--- src/rtl/mld_cyclic_encoder.sv ---
// Serial systematic (N,K) cyclic-code encoder: streams K message bits then N-K parity
// bits through a single valid/ready holding slot, and latches the parity of each frame.
module mld_cyclic_encoder #(
    parameter int N = 15,
    parameter int K = 7,
    parameter logic [N-K:0] GEN_POLY = 9'h1D1
) (
    input  logic             clk,
    input  logic             reset,
    input  logic             clear,
    input  logic             information_bit,
    input  logic             in_valid,
    output logic             in_ready,
    output logic             out_bit,
    output logic             out_valid,
    input  logic             out_ready,
    output logic             out_last,
    output logic [N-K-1:0]   parity_vector,
    output logic             parity_valid
);

    localparam int P  = N - K;
    localparam int CW = $clog2(N);

    localparam logic ST_MSG = 1'b0;
    localparam logic ST_PAR = 1'b1;

    localparam logic [CW-1:0] K_LAST = CW'(K - 1);
    localparam logic [CW-1:0] P_LAST = CW'(P - 1);

    if (N <= K) begin : g_bad_nk
        $error("mld_cyclic_encoder: N must be greater than K");
    end
    if (GEN_POLY[N-K] != 1'b1 || GEN_POLY[0] != 1'b1) begin : g_bad_poly
        $error("mld_cyclic_encoder: GEN_POLY must have its x^(N-K) and x^0 terms set");
    end

    logic          state;
    logic [CW-1:0] cnt;
    logic [P-1:0]  r;

    logic          slot_free;
    logic          accept;
    logic          fb;
    logic [P-1:0]  r_shift;
    logic [P-1:0]  r_msg_next;

    // The slot may be reloaded in the same cycle its current bit is taken downstream.
    assign slot_free  = !out_valid || out_ready;
    assign in_ready   = (state == ST_MSG) && slot_free && !clear;
    assign accept     = in_valid && in_ready;

    assign fb         = information_bit ^ r[P-1];
    assign r_shift    = r << 1;
    assign r_msg_next = r_shift ^ (fb ? GEN_POLY[P-1:0] : '0);

    // NOTE: every register here is updated with <= so all of them see the pre-edge values.
    always_ff @(posedge clk or posedge reset) begin
        if (reset) begin
            state         <= ST_MSG;
            cnt           <= '0;
            r             <= '0;
            out_bit       <= 1'b0;
            out_valid     <= 1'b0;
            out_last      <= 1'b0;
            parity_vector <= '0;
            parity_valid  <= 1'b0;
        end else begin
            parity_valid <= 1'b0;
            if (clear) begin
                state     <= ST_MSG;
                cnt       <= '0;
                r         <= '0;
                out_valid <= 1'b0;
                out_last  <= 1'b0;
            end else if (state == ST_MSG) begin
                if (accept) begin
                    out_bit   <= information_bit;
                    out_valid <= 1'b1;
                    out_last  <= 1'b0;
                    r         <= r_msg_next;
                    if (cnt == K_LAST) begin
                        cnt           <= '0;
                        state         <= ST_PAR;
                        parity_vector <= r_msg_next;
                        parity_valid  <= 1'b1;
                    end else begin
                        cnt <= cnt + CW'(1);
                    end
                end else if (slot_free) begin
                    out_valid <= 1'b0;
                    out_last  <= 1'b0;
                end
            end else if (slot_free) begin
                // Parity phase: the remainder register shifts out MSB first and ends empty.
                out_bit   <= r[P-1];
                out_valid <= 1'b1;
                r         <= r_shift;
                if (cnt == P_LAST) begin
                    out_last <= 1'b1;
                    cnt      <= '0;
                    state    <= ST_MSG;
                end else begin
                    out_last <= 1'b0;
                    cnt      <= cnt + CW'(1);
                end
            end
        end
    end

endmodule

--- config.mk ---
export PLATFORM = sky130hd
export DESIGN_NAME = mld_cyclic_encoder
export DESIGN_NICKNAME = d
export VERILOG_FILES = /design/src/rtl/mld_cyclic_encoder.sv
export SDC_FILE = /design/constraint.sdc
export NUM_CORES = 1
export LEC_CHECK = 0
export ABC_CLOCK_PERIOD_IN_PS = 2050
export CAP_MARGIN = 0
export CORE_MARGIN = 2
export CORE_UTILIZATION = 50
export CTS_BUF_LIST = sky130_fd_sc_hd__clkbuf_4 sky130_fd_sc_hd__clkbuf_8
export DETAILED_ROUTE_END_ITERATION = 7
export GPL_TIMING_DRIVEN = 0
export PLACE_DENSITY = 0.75
export SYNTH_ARGS = -nofsm -noshare
export SYNTH_HDL_FRONTEND = slang
export SYNTH_SLANG_ARGS = --single-unit
--- constraint.sdc ---
create_clock -name clk -period 2.05 [get_ports clk]
set_clock_uncertainty 0.05 [all_clocks]
set_input_delay 0.41 -clock clk [delete_from_list [all_inputs] [get_ports clk]]
set_output_delay 0.41 -clock clk [all_outputs]
set_load 0.01 [all_outputs]
Word level (Yosys, flattened, before mapping)
Index checks and enable logic that the tools add are counted.
Cells by class
  multiplexer cells: 32
  equal/unequal tests: 4
  add/subtract/negate cells: 1
  bitwise gates (word level): 4
  reductions and logical operators: 13
Operators by type and width (number)
  $mux W8: 5
  $mux W4: 6
  $mux W1: 21
  $eq A4 B3 Y1 const B: 2
  $xor A8 B8 Y8: 1
  $reduce_bool A3 Y1: 2
  $add A4 B1 Y4 const B: 1
  $reduce_and A2 Y1: 2
  $reduce_and A4 Y1: 1
  $logic_and A1 B1 Y1: 3
  $ne A3 B2 Y1 const B: 1
  $reduce_and A3 Y1: 1
  $logic_not A1 Y1: 2
  $ne A2 B1 Y1 const B: 1
  $not A1 Y1: 2
  $reduce_bool A2 Y1: 1
  $logic_or A1 B1 Y1: 1
  $xor A1 B1 Y1: 1
Word-level totals
  input bits: 6
  bits in registers: 25
  output and inout bits: 13
  word-level logic and storage cells: 62

Longest topological paths before layout
  word-level depth: 8
  mapped depth: 7

Least setup slack after synthesis
Ideal clock, no wire load.
  kind: register to register
  from: register cnt[0]
  to: register parity_vector[5]
  cell stages (with the launch flop): 7
  clock period less this slack: 1588 ps
  library setup time: 125 ps
  arrival: 1413 ps
  path buffers: 1
  setup slack: 462 ps
  path through: dfrtp_1 -> inv_1 -> ha_1 -> nor3b_2 -> nand4_2 -> buf_2 -> mux2_4
Between the ends
  word-level cells in the longest chain between the ends: 2
RTL lines
  start, declared: RTL line 39  | logic [CW-1:0] cnt;
  start signal, assigned: RTL line 88  | cnt <= cnt + CW'(1);
  start signal, assigned: RTL line 105  | cnt <= cnt + CW'(1);
  $eq A4 B3 Y1: RTL line 82  | if (cnt == K_LAST) begin
  $reduce_and A4 Y1 (no source line)
  end signal, assigned: RTL line 85  | parity_vector <= r_msg_next;
  end, declared: RTL line 18  | output logic [N-K-1:0] parity_vector,
Every way passes these cells.
A chain may end at the register's enable or synchronous reset.

Worst setup path in the final report
  from: input out_ready
  to: output in_ready
Between the ends
  word-level cells in the longest chain between the ends: 3
RTL lines
  start, declared: RTL line 16  | input logic out_ready,
  $logic_or A1 B1 Y1: RTL line 49  | assign slot_free = !out_valid || out_ready;
  $logic_and A1 B1 Y1 (2 in series): RTL line 50  | assign in_ready = (state == ST_MSG) && slot_free && !clear;
  end, declared: RTL line 13  | output logic in_ready,
Every way passes these cells.

==> results.py <==
metrics = {
    "status": {
        "run_status": "completed",
    },
    "pwr": {
        "power.density_nw_per_um2": 612.9,
        "pwr-share-comb_pct": 15.9,
        "power_leakage_nw": 0.6916,
        "p_sw_w": 0.0002431,
        "intPower_w": 0.0006511,
        "ir_worst_vdd_uv": 326.2,
        "seqPwrFrac_pct": 59.7,
        "swShare_pct": 27.18,
        "clockPowerShare_pct": 24.4,
    },
    "timing": {
        "relSlewSlack_pct": 39.36,
        "rsz0062_at_grt": "no",
        "finalSetupViolCount": 0,
        "slew_violations": 0,
        "finalHoldViolations": 0,
        "tightest_slew_ns": 0.9087,
        "period_share_pct": 96.13,
        "hold_slack_ns": 0.4466,
        "layout_setup_ws_ns": 0.07936,
        "fmax_ghz": 0.5074,
        "finalWorstPathRequiredPeriod_ns": 1.971,
    },
    "logic_synthesis": {
        "synth_edf_count": 0,
        "synthTopCellsByArea": "dfrtp_1, ha_1, a21oi_1",
        "ys.flop_type": "dfrtp_1",
        "synthTopCellsByCount": "dfrtp_1, nand2_1, nor2_1",
        "synth_cells": 112,
        "synth_area_sq_um": 1205,
        "synth-seq-cells": 25,
        "ys_async_sr_fraction_pct": 100.0,
        "netlist.top_cell.by_area": "dfrtp_1",
        "ys_seq_area_share_pct": 51.92,
        "synth_top_cell_area_share_pct": 51.92,
        "synth_nets": 121,
        "synth_warnings": 0,
        "yosysMostFrequentCell": "dfrtp_1",
        "syn_avg_cell_area_sq_um": 10.76,
        "yosysUniqueCellTypes": 37,
    },
    "clocking": {
        "htreeDepth": 1,
        "clk_latency_ns": 0.31,
        "cts-root-buf": "clkbuf_4",
        "clk_pin_slew_ns": 0.14,
        "cts_max_path_buffers": 2,
        "cts-buffers-inserted": 3,
        "post_cts_buffers": 0,
        "ctsHoldBuffers": 0,
        "cts_sinks": 25,
        "tritoncts": "built",
    },
    "placed_design": {
        "place_hpwl_um": 1609,
        "place.port_buffers": 18,
        "pre_cts_slack_ns": -0.3839,
        "gp_congestion": 0.8328,
    },
    "die": {
        "dieHeight_um": 53.09,
        "initial_core_util_pct": 53.44,
        "std_cell_rows": 17,
        "die_area_sq_um": 2819,
        "dieWidth_um": 53.09,
        "core_sq_um": 2255,
        "io_pins": 19,
    },
    "drt": {
        "num_vias": 888,
        "detail-route-antenna-nets": 0,
        "drt-total-wl_um": 2283,
        "via_per_inst": 5.481,
        "drc_errors": 0,
        "drt_iter0_markers": 8,
        "firstDrtPassIters": 4,
        "avgRoutedWirePerCell_um": 14.09,
    },
    "worst_setup_path": {
        "critPathRequiredTime_ns": 1.59,
        "crit_chain": "clkdlybuf4s50_1 > nor2b_1 > clkbuf_2 > nor3_1 > dlygate4sd2_1",
        "start_kind": "primary input",
        "crit_fanout": 7,
        "crit_type": "in -> out",
        "cp-end-kind": "output pin",
        "arrival_ns": 1.51,
        "cpPeakStageDelay_ns": 0.48,
        "crit_slowest_cell": "clkdlybuf4s50_1",
    },
    "cells_and_area": {
        "drive_gt1_share_pct": 14.18,
        "area_growth_pct": 21.08,
        "layout.nets": 144,
        "n_antenna_cell": 0,
    },
    "grt": {
        "grt_max_degree": 26,
        "antenna_found_initial": 0,
        "grt_pass1_vias": 853,
        "gr-usage-all-layers_pct": 18.94,
        "grt_first_pass_wirelength_um": 3850,
        "overflow": 0,
    },
    "hold_path": {
        "hold_path.class": "reg -> reg",
    },
    "flow_run": {
        "cap_violations": 0,
    },
}
==> path summary, 6_finish.rpt <==
check	to	cells past startpoint	slack (ns)	from
setup / recovery	in_ready	5	0.08	out_ready
setup reg to reg	parity_vector[5]	6	0.25	cnt[0]
min in group asynchronous	parity_vector[0]	2	0.53	reset
max in group asynchronous	parity_vector[2]	2	0.86	reset
hold / removal	parity_vector[6]	2	0.45	parity_vector[6]
hold reg to reg	parity_vector[6]	2	0.45	parity_vector[6]
==> through the flow <==
stage               cells  instance area, sq um  setup TNS (ns)  power (W)  utilization (%)
detailed placement    158                  1420         -0.4035  0.0006850            62.99
global route          162                  1459               0  0.0009364            64.71
finish                162                  1459               0  0.0008942            64.71
global placement      158                  1420         -0.4179  0.0006798            62.99
CTS                   162                  1456               0  0.0008992            64.59
floorplan             112                  1205               0  0.0006336                -
==> power by group through the flow <==
stage          clock [W]  sequential (W)  combinational (W)
6_report        0.000219        0.000533           0.000142
5_1_grt         0.000241        0.000537           0.000159
4_1_cts         0.000222        0.000533           0.000144
3_5_place_dp           0        0.000543           0.000142
3_3_place_gp           0        0.000541           0.000138
2_1_floorplan          0        0.000541          0.0000922
==> area by class of cell <==
type                            instances  area [sq um]
Timing Repair Buffer                   18         181.4
Clock buffer                            3         22.52
Clock inverter                          1         5.005
Buffer                                  4         28.78
Fill cell                             197         795.8
Tap cell                               28         35.03
Inverter                                5         18.77
Sequential cell                        25         625.6
Multi-Input combinational cell         78         541.8
==> worst max-delay path, delay by kind of cell <==
kind | cells | cell delay [ns]
buffers and inverters | 3 | 0.93
AND/OR/NAND/NOR | 2 | 0.18
==> per-layer routing <==
layer,track usage [%],vias to the layer above,wire [um]
li1,-,438,-
met4,6.410,0,16
met3,2.542,2,50
met5,0,-,0
met2,31.67,11,1109
met1,25.18,437,1107
==> what timing repair did <==
action / CTS / global route
resized for setup: 4 / 1
endpoints found under the setup margin: 1 / 1
gates cloned: 0 / 0
pin swaps: 0 / 0
==> kinds of logic after synthesis <==
family          Yosys count  share of synthesized area (%)
simple gates             34                          15.68
fa+ha+maj                 3                          3.116
xor+xnor                  6                          4.985
buf+inv                   9                          3.115
mux                       6                          5.711
compound gates           29                          15.47
flops                    25                          51.92
==> state kept, by name, indices dropped and copies added, names as in the netlist <==
register,flops
out_valid,1
cnt,4
out_last,1
parity_valid,1
r,8
state,1
out_bit,1
parity_vector,8
==> cell usage in the layout, fill, tap and decap left out, drive strengths merged <==
cell type      Yosys  routed
dfrtp             25      25
clkdlybuf4s50      0      16
nor2              10      10
nand2              9       9
a21oi              8       8
o21ai              8       8
inv                5       5
clkbuf             2       5
a22o               4       4
mux2               4       4
a211oi             3       3
xor2               3       3
ha                 3       3
xnor2              3       3
nor3               3       3
nor2b              2       2
buf                2       2
mux2i              2       2
nand2b             2       2
nand3b             2       2
a31oi              2       2
or2                1       1
and2b              1       1
nor3b              1       1
nand4              1       1
a22oi              1       1
and3               1       1
a32oi              1       1
nand3              1       1
o311ai             1       1
o31ai              1       1
clkinv             0       1
dlymetal6s2s       0       1
dlygate4sd2        0       1
(Power assumes the default switching activity.)
==> variant, RTL diff (config.mk and constraints unchanged) <==
Make the reset (`reset`) synchronous in one clocked block.
--- a/src/rtl/mld_cyclic_encoder.sv
+++ b/src/rtl/mld_cyclic_encoder.sv
@@ -55,7 +55,7 @@
     assign r_msg_next = r_shift ^ (fb ? GEN_POLY[P-1:0] : '0);
 
     // NOTE: every register here is updated with <= so all of them see the pre-edge values.
-    always_ff @(posedge clk or posedge reset) begin
+    always_ff @(posedge clk) begin
         if (reset) begin
             state         <= ST_MSG;
             cnt           <= '0;
Function: differs if reset is asserted again (counterexample within 4 cycles, from zero or initial values and one cycle with reset high); with reset held inactive, the same outputs for 10 cycles.
==> variant against the unedited design <==
Wire length is 7.0% lower; critical path depth down 1; sequential cell count is the same; total power down 11%; synthesized cell count grew 8.9%; final area decreased by 8.0%; clock power rose by 3%; area after synthesis shrank 8.7%; maximum frequency grew 2.4%; setup slack improved by 0.046 ns; utilization rose by 1.7 points; critical path type unchanged; largest cell class is now multi-input gates; largest power group unchanged.
==> variant: results (changes against the unedited design) <==
Avg WL per Cell 12.4 µm (was 14.1 µm); status completed (unchanged); first-pass GRT wire length 3610 µm (was 3850 µm); layout cells sized above 1 8.33% (was 14.2%); Placement Setup Slack -0.0903 ns (was -0.384 ns); met3 wire length 73 µm (was 50 µm); Worst Path Max Fanout 4 (was 7); synth cell count leaders dfxtp_1 (25), nand2_1 (16), a21oi_1 (14) (was dfrtp_1 (25), nand2_1 (9), nor2_1 (9)); DR vias/cell 5.22 (was 5.48); gpl congestion 0.819 (was 0.833); post-synthesis adder-cell area fraction 3.41% (was 3.12%); pin count of the biggest net entering global routing 16 (was 26); layout net count 154 (was 144); Synth cell types 29 (was 37); CP arrival 1.46 ns (was 1.51 ns); post-synthesis xor/xnor area fraction 8.65% (was 4.98%); Reg2Reg Depth 7 (was 6); syn_nets 131 (was 121); Pleak 0.507 nW (was 0.692 nW); vias 892 (was 888); Metal-1 WL 998 µm (was 1110 µm); Seq/Total Area, Yosys 45.5% (was 51.9%); Mapped Cells 122 (was 112); ANT nets after route 0 (unchanged); met2 wire length 1030 µm (was 1110 µm); vias in the first global route 812 (was 853); peak supply drop 0.429 mV (was 0.326 mV); synth top area cells dfxtp_1 (46%), mux2i_1 (7.3%), a21oi_1 (6.4%) (was dfrtp_1 (52%), ha_1 (3.1%), a21oi_1 (2.9%)); ys flop type dfxtp_1 (was dfrtp_1); post-synthesis mux area share 7.28% (was 5.71%); max incr delay on CP 0.42 ns (was 0.48 ns); total track usage 18.6% (was 18.9%); initial drt markers 10 (was 8); P_int 0.000601 W (was 0.000651 W); number of gates resized after CTS 1 (was 4); Synth Area in Compound Gates 11.9% (was 15.5%); Least-Margin Pin Slew 0.686 ns (was 0.909 ns); H-tree levels 1 (unchanged); DP Cell Count 167 (was 158); post-DP HPWL 1580 µm (was 1610 µm); async set-reset flop share out of synthesis 0% (was 100%)
[variant: cell type report]
class	count	area (µm²)
fillers	181	679
multi-input cells	88	557
flip-flops and latches	25	500
repair buffers	18	179
well taps	27	33.8
plain buffers	5	27.5
clock buffers	3	22.5
inverters	4	15.0
clock inverters	1	7.51
[variant: power groups by stage]
| stage | clock network (W) | registers [W] | logic [W] |
|---|---|---|---|
| after CTS | 0.000230 | 0.000496 | 0.0000755 |
| after global routing | 0.000257 | 0.000497 | 0.0000825 |
| after detailed placement | 0 | 0.000507 | 0.0000760 |
| final | 0.000226 | 0.000496 | 0.0000752 |
| after global placement | 0 | 0.000507 | 0.0000750 |
| after floorplan | 0 | 0.000507 | 0.0000468 |
[variant: worst min-delay path: cells and delay by family, from the launching register on]
family | cells | cell delay (ns)
AND/OR/NAND/NOR | 1 | 0.05
AO/OA/AOI/OAI | 1 | 0.05
flip-flops | 1 | 0.34
[variant: worst paths after layout]
kind / from / to / slack, ns
worst min-delay path: out_last / out_last / 0.42
worst max register to register: cnt[0] / parity_vector[4] / 0.36
worst max-delay path: out_ready / in_ready / 0.13
worst min register to register: out_last / out_last / 0.42
[variant: metrics by stage]
| step | utilization, % | hold slack [ns] | cell area, µm² |
|---|---|---|---|
| 2_1_floorplan | - | 0.391 | 1100 |
| 6_report | 66.4 | 0.415 | 1340 |
| 3_5_place_dp | 65.0 | 0.398 | 1310 |
| 4_1_cts | 66.4 | 0.417 | 1340 |
| 5_1_grt | 66.4 | 0.453 | 1340 |
| 3_3_place_gp | 65.0 | 0.392 | 1310 |
[variant: per-layer routing]
| layer | global-route usage [%] | vias up |
|---|---|---|
| met1 | 24.7 | 419 |
| met5 | 0 | - |
| met4 | 6.76 | 0 |
| li1 | - | 452 |
| met3 | 3.51 | 4 |
| met2 | 29.9 | 17 |
